File: config.mk
export PLATFORM = sky130hd
export DESIGN_NAME = punc_debug_dumper
export DESIGN_NICKNAME = d
export VERILOG_FILES = /design/src/rtl/punc_debug_pkg.sv /design/src/rtl/punc_debug_out_reg.sv /design/src/rtl/punc_debug_dumper.sv
export SDC_FILE = /design/constraint.sdc
export NUM_CORES = 1
export LEC_CHECK = 0
export ABC_CLOCK_PERIOD_IN_PS = 1900
export BUFFER_PORTS_ARGS = -buffer_cell sky130_fd_sc_hd__buf_4
export CAP_MARGIN = 25
export CORE_MARGIN = 4
export CORE_UTILIZATION = 34
export CTS_CLUSTER_DIAMETER = 50
export DETAILED_ROUTE_END_ITERATION = 10
export MAX_ROUTING_LAYER = met4
export SYNTH_ARGS = -nofsm -noshare
export SYNTH_HDL_FRONTEND = slang
export SYNTH_SLANG_ARGS = --single-unit
File: constraint.sdc
create_clock -name clk -period 1.9 [get_ports clk]
set_input_delay 0.095 -clock clk [delete_from_list [all_inputs] [get_ports clk]]
set_output_delay 0.095 -clock clk [all_outputs]
set_load 0.05 [all_outputs]
File: src/rtl/punc_debug_pkg.sv
// rtl/punc_debug_pkg.sv - shared types and tag constants for the PUnC debug dumper
// Ports: none (package only).
package punc_debug_pkg;

  typedef enum logic [1:0] {
    ST_IDLE    = 2'd0,
    ST_SETUP   = 2'd1,
    ST_CAPTURE = 2'd2,
    ST_SEND    = 2'd3
  } state_e;

  typedef enum logic [1:0] {
    PH_PC  = 2'd0,
    PH_RF  = 2'd1,
    PH_MEM = 2'd2
  } phase_e;

  localparam logic [1:0] TAG_PC  = 2'd0;
  localparam logic [1:0] TAG_RF  = 2'd1;
  localparam logic [1:0] TAG_MEM = 2'd2;

endpackage

File: src/rtl/punc_debug_out_reg.sv
// rtl/punc_debug_out_reg.sv - single-entry valid/ready output holding register
// Ports:
//   clk, rst_n          clock, asynchronous active-low reset
//   load_i              capture data_i/tag_i/last_i and raise valid_o
//   data_i, tag_i, last_i  word to present
//   ready_i             sink ready; valid_o drops the cycle after valid_o && ready_i
//   valid_o, data_o, tag_o, last_o  registered stream word, stable while stalled
module punc_debug_out_reg #(
  parameter int DATA_W = 16,
  parameter int TAG_W  = 2
) (
  input  logic              clk,
  input  logic              rst_n,
  input  logic              load_i,
  input  logic [DATA_W-1:0] data_i,
  input  logic [TAG_W-1:0]  tag_i,
  input  logic              last_i,
  input  logic              ready_i,
  output logic              valid_o,
  output logic [DATA_W-1:0] data_o,
  output logic [TAG_W-1:0]  tag_o,
  output logic              last_o
);

  logic              valid_q;
  logic [DATA_W-1:0] data_q;
  logic [TAG_W-1:0]  tag_q;
  logic              last_q;

  // Payload only changes on load, so it holds stable for the whole stall.
  always_ff @(posedge clk or negedge rst_n) begin
    if (!rst_n) begin
      valid_q <= 1'b0;
      data_q  <= '0;
      tag_q   <= '0;
      last_q  <= 1'b0;
    end else if (load_i) begin
      valid_q <= 1'b1;
      data_q  <= data_i;
      tag_q   <= tag_i;
      last_q  <= last_i;
    end else if (valid_q && ready_i) begin
      valid_q <= 1'b0;
    end
  end

  assign valid_o = valid_q;
  assign data_o  = data_q;
  assign tag_o   = tag_q;
  assign last_o  = last_q;

endmodule

File: src/rtl/punc_debug_dumper.sv
// rtl/punc_debug_dumper.sv - streams a tagged PC / register / memory snapshot of the PUnC core
// Ports:
//   clk, rst                  clock, asynchronous active-low reset
//   start, mem_base, mem_len  dump request and memory window (captured in IDLE)
//   busy                      dump in progress
//   mem_debug_addr, rf_debug_addr                 debug addresses to the core
//   mem_debug_data, rf_debug_data, pc_debug_data  debug data from the core
//   out_valid, out_ready, out_data, out_tag, out_last  output word stream
module punc_debug_dumper
  import punc_debug_pkg::*;
#(
  parameter int DATA_W    = 16,
  parameter int NUM_REGS  = 8,
  parameter int RF_ADDR_W = 3
) (
  input  logic                 clk,
  input  logic                 rst,
  input  logic                 start,
  input  logic [DATA_W-1:0]    mem_base,
  input  logic [DATA_W-1:0]    mem_len,
  output logic                 busy,
  output logic [DATA_W-1:0]    mem_debug_addr,
  output logic [RF_ADDR_W-1:0] rf_debug_addr,
  input  logic [DATA_W-1:0]    mem_debug_data,
  input  logic [DATA_W-1:0]    rf_debug_data,
  input  logic [DATA_W-1:0]    pc_debug_data,
  output logic                 out_valid,
  input  logic                 out_ready,
  output logic [DATA_W-1:0]    out_data,
  output logic [1:0]           out_tag,
  output logic                 out_last
);

  localparam logic [RF_ADDR_W-1:0] LAST_REG = RF_ADDR_W'(NUM_REGS - 1);

  state_e               state_q;
  phase_e               phase_q;
  logic [RF_ADDR_W-1:0] reg_idx_q;
  logic [DATA_W-1:0]    addr_q;
  logic [DATA_W-1:0]    remain_q;
  logic                 busy_q;
  logic [DATA_W-1:0]    mem_addr_q;
  logic [RF_ADDR_W-1:0] rf_addr_q;

  logic [DATA_W-1:0]    cap_data_d;
  logic [1:0]           cap_tag_d;
  logic                 cap_last_d;
  logic                 load;
  logic                 fire;

  // Word selected for the current phase; registered by the output stage in CAPTURE.
  always_comb begin
    cap_data_d = pc_debug_data;
    cap_tag_d  = TAG_PC;
    cap_last_d = 1'b0;
    case (phase_q)
      PH_RF: begin
        cap_data_d = rf_debug_data;
        cap_tag_d  = TAG_RF;
        // Last register closes the dump only when no memory window follows.
        cap_last_d = (reg_idx_q == LAST_REG) && (remain_q == '0);
      end
      PH_MEM: begin
        cap_data_d = mem_debug_data;
        cap_tag_d  = TAG_MEM;
        cap_last_d = (remain_q == DATA_W'(1));
      end
      default: ;
    endcase
  end

  assign load = (state_q == ST_CAPTURE);
  assign fire = out_valid && out_ready;

  always_ff @(posedge clk or negedge rst) begin
    if (!rst) begin
      state_q    <= ST_IDLE;
      phase_q    <= PH_PC;
      reg_idx_q  <= '0;
      addr_q     <= '0;
      remain_q   <= '0;
      busy_q     <= 1'b0;
      mem_addr_q <= '0;
      rf_addr_q  <= '0;
    end else begin
      case (state_q)
        ST_IDLE: begin
          if (start) begin
            addr_q    <= mem_base;
            remain_q  <= mem_len;
            phase_q   <= PH_PC;
            reg_idx_q <= '0;
            busy_q    <= 1'b1;
            state_q   <= ST_SETUP;
          end
        end
        ST_SETUP: begin
          // Address becomes visible for the whole CAPTURE cycle before sampling.
          case (phase_q)
            PH_RF:   rf_addr_q  <= reg_idx_q;
            PH_MEM:  mem_addr_q <= addr_q;
            default: ;
          endcase
          state_q <= ST_CAPTURE;
        end
        ST_CAPTURE: begin
          state_q <= ST_SEND;
        end
        ST_SEND: begin
          if (fire) begin
            state_q <= ST_SETUP;
            case (phase_q)
              PH_PC: begin
                phase_q   <= PH_RF;
                reg_idx_q <= '0;
              end
              PH_RF: begin
                if (reg_idx_q != LAST_REG) begin
                  reg_idx_q <= reg_idx_q + 1'b1;
                end else if (remain_q != '0) begin
                  phase_q <= PH_MEM;
                end else begin
                  busy_q  <= 1'b0;
                  state_q <= ST_IDLE;
                end
              end
              PH_MEM: begin
                addr_q   <= addr_q + 1'b1;
                remain_q <= remain_q - 1'b1;
                if (remain_q == DATA_W'(1)) begin
                  busy_q  <= 1'b0;
                  state_q <= ST_IDLE;
                end
              end
              default: begin
                busy_q  <= 1'b0;
                state_q <= ST_IDLE;
              end
            endcase
          end
        end
        default: state_q <= ST_IDLE;
      endcase
    end
  end

  punc_debug_out_reg #(
    .DATA_W(DATA_W),
    .TAG_W (2)
  ) u_out_reg (
    .clk    (clk),
    .rst_n  (rst),
    .load_i (load),
    .data_i (cap_data_d),
    .tag_i  (cap_tag_d),
    .last_i (cap_last_d),
    .ready_i(out_ready),
    .valid_o(out_valid),
    .data_o (out_data),
    .tag_o  (out_tag),
    .last_o (out_last)
  );

  assign busy           = busy_q;
  assign mem_debug_addr = mem_addr_q;
  assign rf_debug_addr  = rf_addr_q;

endmodule

# [Yosys cells after proc, flatten, opt, wreduce, memory -nomap -nowiden]
# Cells that the tools add are included.
[word_totals] reg_bits=79 latch_bits=0 ramBits=0 rom_bits=0 input_bits=84 mem_count=0
[op_classes] n_addsub=3 n_mul=0 n_div=0 n_lt_le_gt_ge=0 n_eq_ne=18 shifts=0 muxes=38 bitwise=0 n_reduce_logical=15
[op_table] cell="16-bit 2-to-1 mux" count=6
[op_table] cell="16-bit case mux with 2 select lines" count=3
[op_table] cell="3-bit != test (second input constant)" count=6
[op_table] cell="16-bit by 1-bit adder with 16-bit output (second input constant)" count=1
[op_table] cell="16-bit by 1-bit equality test with 1-bit output (second input constant)" count=1
[op_table] cell="16-bit logical NOT" count=1
[op_table] cell="16-bit nonzero test" count=1
[op_table] cell="16-bit by 1-bit subtractor with 16-bit output (second input constant)" count=1
[op_table] cell="2-bit 2-to-1 mux" count=6
[op_table] cell="2-bit case mux with 2 select lines" count=3
[op_table] cell="3-bit case mux with 2 select lines" count=2
[op_table] cell="1-bit 2-to-1 mux" count=10
[op_table] cell="3-bit 2-to-1 mux" count=3
[op_table] cell="2-bit != test (second input constant)" count=4
[op_table] cell="2-bit case mux with 4 select lines" count=1
[op_table] cell="7-bit AND reduction" count=1
[op_table] cell="2-bit equality test (second input constant)" count=3
[op_table] cell="1-bit case mux with 3 select lines" count=2
[op_table] cell="2-bit AND reduction" count=3
[op_table] cell="6-bit AND reduction" count=1
[op_table] cell="5-bit AND reduction" count=1
[op_table] cell="2-bit by 1-bit equality test with 1-bit output (second input constant)" count=2
[op_table] cell="2-bit logical NOT" count=2
[op_table] cell="1-bit case mux with 2 select lines" count=2
[op_table] cell="6 further kinds" count=8

# [Logic depth before layout (Yosys ltp)]
[logic_depth] ltp_word=6 depth_mapped=8

# [Hierarchy]
# Synthesis repeated with hierarchy kept, for this count alone.
[unflattened] cells_unflattened=454 area_unflattened_um2=4469.3
[modules_own_cells] module="punc_debug_dumper" instances=1 cells_per_inst=411 area_per_inst_um2=3649.8 seq_area_each_um2=1476.4
[modules_own_cells] module="punc_debug_out_reg" instances=1 cells_per_inst=43 area_per_inst_um2=819.5 seq_area_each_um2=500.5

# [Worst setup path before layout]
# Ideal clock, no wire load.
[synth_path] path_type="register to register" startpoint="register phase_q[0]" endpoint="register mem_addr_q[10] (netlist: mem_debug_addr[10])" arrival_ns=1.751 t_required_ns=1.775 path_slack_ns=0.025 stages_incl_launch_ff=7 n_path_buf=2 synth_period_minus_slack_ns=1.875 path_cell_list="dfrtp_1 -> inv_1 -> ha_1 -> clkbuf_1 -> nand2_1 -> clkbuf_1 -> mux2_2"
[synth_between] elab_chain_cells=2
[synth_lines] item="start, declared" line="punc_debug_dumper.sv:37" rtl="phase_e phase_q;"
[synth_lines] item="start signal, assigned" line="punc_debug_dumper.sv:78" rtl="phase_q <= PH_PC;"
[synth_lines] item="start signal, assigned" line="punc_debug_dumper.sv:91" rtl="phase_q <= PH_PC;"
[synth_lines] item="start signal, assigned" line="punc_debug_dumper.sv:114" rtl="phase_q <= PH_RF;"
[synth_lines] item="2-bit equality test" line="punc_debug_dumper.sv:99" rtl="case (phase_q)"
[synth_lines] item="2-bit AND reduction (no source line)"
[synth_lines] item="end signal, assigned" line="punc_debug_dumper.sv:101" rtl="PH_MEM: mem_addr_q <= addr_q;"
[synth_lines] item="end, declared" line="punc_debug_dumper.sv:42" rtl="logic [DATA_W-1:0] mem_addr_q;"
# Every way passes these cells.
# A chain may end at the register's enable or synchronous reset.

# [Final worst setup path]
[layout_path] startpoint="register state_q[1]" endpoint="register reg_idx_q[0]"
[layout_between] elab_chain_cells=3 elab_cells_between_ends=9 cone_classes="5 x eq/ne; 1 x mux; 3 x reduce/logical"
[layout_lines] item="start, declared" line="punc_debug_dumper.sv:36" rtl="state_e state_q;"
[layout_lines] item="start signal, assigned" line="punc_debug_dumper.sv:77" rtl="state_q <= ST_IDLE;"
[layout_lines] item="start signal, assigned" line="punc_debug_dumper.sv:94" rtl="state_q <= ST_SETUP;"
[layout_lines] item="start signal, assigned" line="punc_debug_dumper.sv:104" rtl="state_q <= ST_CAPTURE;"
[layout_lines] item="2-bit equality test or 2-bit logical NOT (tied branches)" line="punc_debug_dumper.sv:86" rtl="case (state_q)"
[layout_lines] item="3-bit != test (no source line) (tied with other cells)"
[layout_lines] item="5-bit AND reduction (no source line)"
[layout_lines] item="end signal, assigned" line="punc_debug_dumper.sv:119" rtl="reg_idx_q <= reg_idx_q + 1'b1;"
[layout_lines] item="end, declared" line="punc_debug_dumper.sv:38" rtl="logic [RF_ADDR_W-1:0] reg_idx_q;"
# Parallel ways exist; a longest one is shown, timed or not.

==> key figures <==
Run status
  • Status: finished, final reports clean

Synth
  • Number of enable flip-flop cells after synthesis: 0
  • Flops & latches, synth: 79
  • Mapped Nets: 544
  • Synth warnings: 0
  • Top_reg_cell synth: dfrtp_1
  • Async set-or-reset flop fraction in the synthesized netlist: 1.00
  • Netlist cell types: 52
  • Register area share after synthesis: 0.454
  • Post-Syn Area per Cell: 9.80 sq um
  • Post-Syn Instances: 444
  • Netlist Area Pre-Place: 4350 sq um

Die
  • Placeable Area: 12600 sq um
  • Die height: 121 um
  • Ports: 124
  • Die Area: 14700 sq um
  • Initial core utilization: 0.346
  • # rows: 41
  • Die X: 121 um

Route
  • Vias/cell: 5.20
  • ANT nets after route: 0
  • WL/cell: 15.5 um
  • Drt initial violations: 175
  • Initial DRT Pass Iterations: 4
  • DRT Wirelength: 11700 um
  • DR DRC count: 0
  • Via count: 3943

Layout
  • Antenna fix cells: 0
  • Fillers: 1199
  • Area delta synth->final: 39.2%
  • Cell Count, Final, Fillers Out: 758
  • Layout cell share with drive strength beyond 1: 0.398
  • Post-layout util: 0.482
  • NumNets Final: 682

STA
  • Final count of pins violating max slew: 0
  • F_max: 0.546 GHz
  • Final setup viols: 0
  • Fin Clk Skew: 0.00511 ns
  • Final hold vios: 0
  • Slew margin rel.: 0.634
  • Setup TNS: 0 ns
  • Transition time of the tightest slew-check pin: 0.549 ns
  • Tmin final: 1.83 ns
  • Fin crit share: 0.964

CTS
  • Inserted Clock Buffers: 9
  • Clock buffer depth: 2
  • CTS tree: done
  • Clock sink count: 79
  • Clock Pin Slew Worst Setup and Hold Paths: 0.06 ns
  • H-tree Lvls: 3
  • Clock root buffer: clkbuf_16
  • Skew-Pair Late Insertion Delay: 0.34 ns

Setup path
  • Critical path class: register to register
  • Critical path launch point: state_q[1]
  • Reg2Reg Setup Slack: 0.07 ns
  • Worst r2r dst: reg_idx_q[0]
  • Req. time, crit path: 2.13 ns
  • Worst Path Arrival: 2.06 ns
  • Crit path max fanout: 6
  • Setup crit end kind: register
  • Setup crit end: reg_idx_q[0]
  • FF-to-FF Start: state_q[1]
  • R2R depth: 6
  • Critical Path Start Type: register

Placement
  • Placed Instances: 739
  • RD Place Congestion: 0.851
  • IO buf count: 123
  • DP HPWL: 8540 um

Pwr
  • LEAKAGE: 2.70 nW
  • Worst VDD drop: 0.771 mV
  • PD cells: 1930 nW/um^2

GRT
  • Overflow left after global routing: 0
  • Global-route wire length before repair: 19000 um
  • Vias in the first global route: 3934
  • All-layer global routing usage: 0.168
  • Pin count of the biggest net entering global routing: 59
  • Initial antenna violation count: 0

Run
  • Max_cap viols: 0

Min path
  • Worst min path class: input port to register
==> cells in the final DEF (no fill, tap or decap), types with 16 or more instances in the layout <==
cell / instances
a21oi_1: 59
o22ai_1: 17
o21ai_0: 23
mux2_2: 36
nor2_1: 32
nand3_1: 18
a22oi_1: 16
nand2_1: 29
buf_4: 147
dfrtp_1: 79
==> metal layers <==
| metal | vias to the layer above | share of wire | GRT usage |
|---|---|---|---|
| met1 | 1877 | 0.44 | 0.209 |
| li1 | 1919 | - | - |
| met3 | 15 | 0.066 | 0.0448 |
| met2 | 132 | 0.48 | 0.266 |
| met4 | 0 | 0.018 | 0.0602 |
| met5 | - | 0 | - |
==> worst min-delay path by stage <==
stage / startpoint / end / slack (ns) / cells past startpoint
after floorplan: rst / addr_q[0] / -0.20 / 0
after global placement: rst / addr_q[10] / 0.11 / 1
after detailed placement: rst / addr_q[10] / 0.12 / 1
after CTS: mem_base[11] / addr_q[11] / 0.02 / 2
after global routing: mem_base[11] / addr_q[11] / 0.04 / 2
final: mem_base[11] / addr_q[11] / 0.04 / 2
==> through the flow <==
step / cell area (sq um) / power (W) / hold WS, ns / worst slack, ns
3_5_place_dp: 5650 / 0.00981 / 0.125 / 0.0470
2_1_floorplan: 4350 / 0.00768 / -0.201 / 0.0246
5_1_grt: 6050 / 0.0125 / 0.0362 / -0.00151
6_report: 6050 / 0.0117 / 0.0396 / 0.0675
4_1_cts: 5960 / 0.0116 / 0.0213 / 0.0232
3_3_place_gp: 5650 / 0.00963 / 0.112 / 0.131
==> final cells by class <==
| type | instances | area [sq um] | area share |
|---|---|---|---|
| well taps | 172 | 215 | 0.0355 |
| inverters | 14 | 56.3 | 0.00930 |
| repair buffers | 154 | 1220 | 0.202 |
| flip-flops and latches | 79 | 1980 | 0.327 |
| clock inverters | 3 | 42.5 | 0.00703 |
| clock buffers | 12 | 256 | 0.0424 |
| multi-input cells | 324 | 2280 | 0.377 |
==> logic make-up after synthesis <==
kind of cell | Yosys count | share of synthesized area
DFF | 79 | 0.454
and+or+nand+nor | 119 | 0.150
AOI/OAI and AO/OA | 147 | 0.206
adders and majority gates | 16 | 0.0460
muxes | 42 | 0.107
buffers and inverters | 41 | 0.0360
==> critical path, cell delays in order, from the launching register on <==
cell	delay [ns]
dfrtp_1	0.39
inv_1	0.11
ha_1	0.20
nor2b_2	0.18
a211o_4	0.35
a31o_2	0.24
mux2_2	0.26
==> repair_timing <==
action                                  4_1_cts  5_1_grt
setup buffers                                 0        3
resized for setup                             0       18
hold buffers                                  1        0
endpoints found under the setup margin        0       21
hold endpoints to repair                     38        0
==> state kept, by name (all words and copies together), names as in the netlist, 3 cells and up <==
name and count:
remain_q 16, addr_q 16, reg_idx_q 3, mem_debug_addr 16, rf_debug_addr 3, u_out_reg.data_o 16
==> synth_stat cells (2+ instances only) <==
cell type  number  share of area
o221a_2         2         0.0052
mux2i_1         6          0.014
mux2_2         36          0.093
nand2b_1        4         0.0058
o22ai_1        18          0.026
a22o_1          2         0.0040
o21bai_1        2         0.0035
buf_2           2         0.0023
o21ai_0        24          0.028
a21oi_1        59          0.068
nor4_1          2         0.0029
nand3_1        18          0.021
o21a_1          2         0.0035
a22oi_1        16          0.028
o22a_1          2         0.0040
nand4_1         7          0.010
a21o_1          4         0.0069
dfrtp_1        79           0.45
a31o_2          2         0.0040
clkbuf_1       21          0.018
nor4_4          2         0.0098
inv_1          13          0.011
nor2b_1         3         0.0043
and3_1          5         0.0072
o32ai_1         3         0.0060
buf_1           4         0.0035
nor2_1         32          0.028
ha_1           16          0.046
a31oi_1         2         0.0029
nand2_1        30          0.026
nor3_1          5         0.0058
==> report_power, final <==
group	internal (W)	switching, W
clock network	0.00108	0.000673
logic	0.00274	0.00398
registers	0.00250	0.000742
Note: power is estimated with default switching activity, not from simulation.
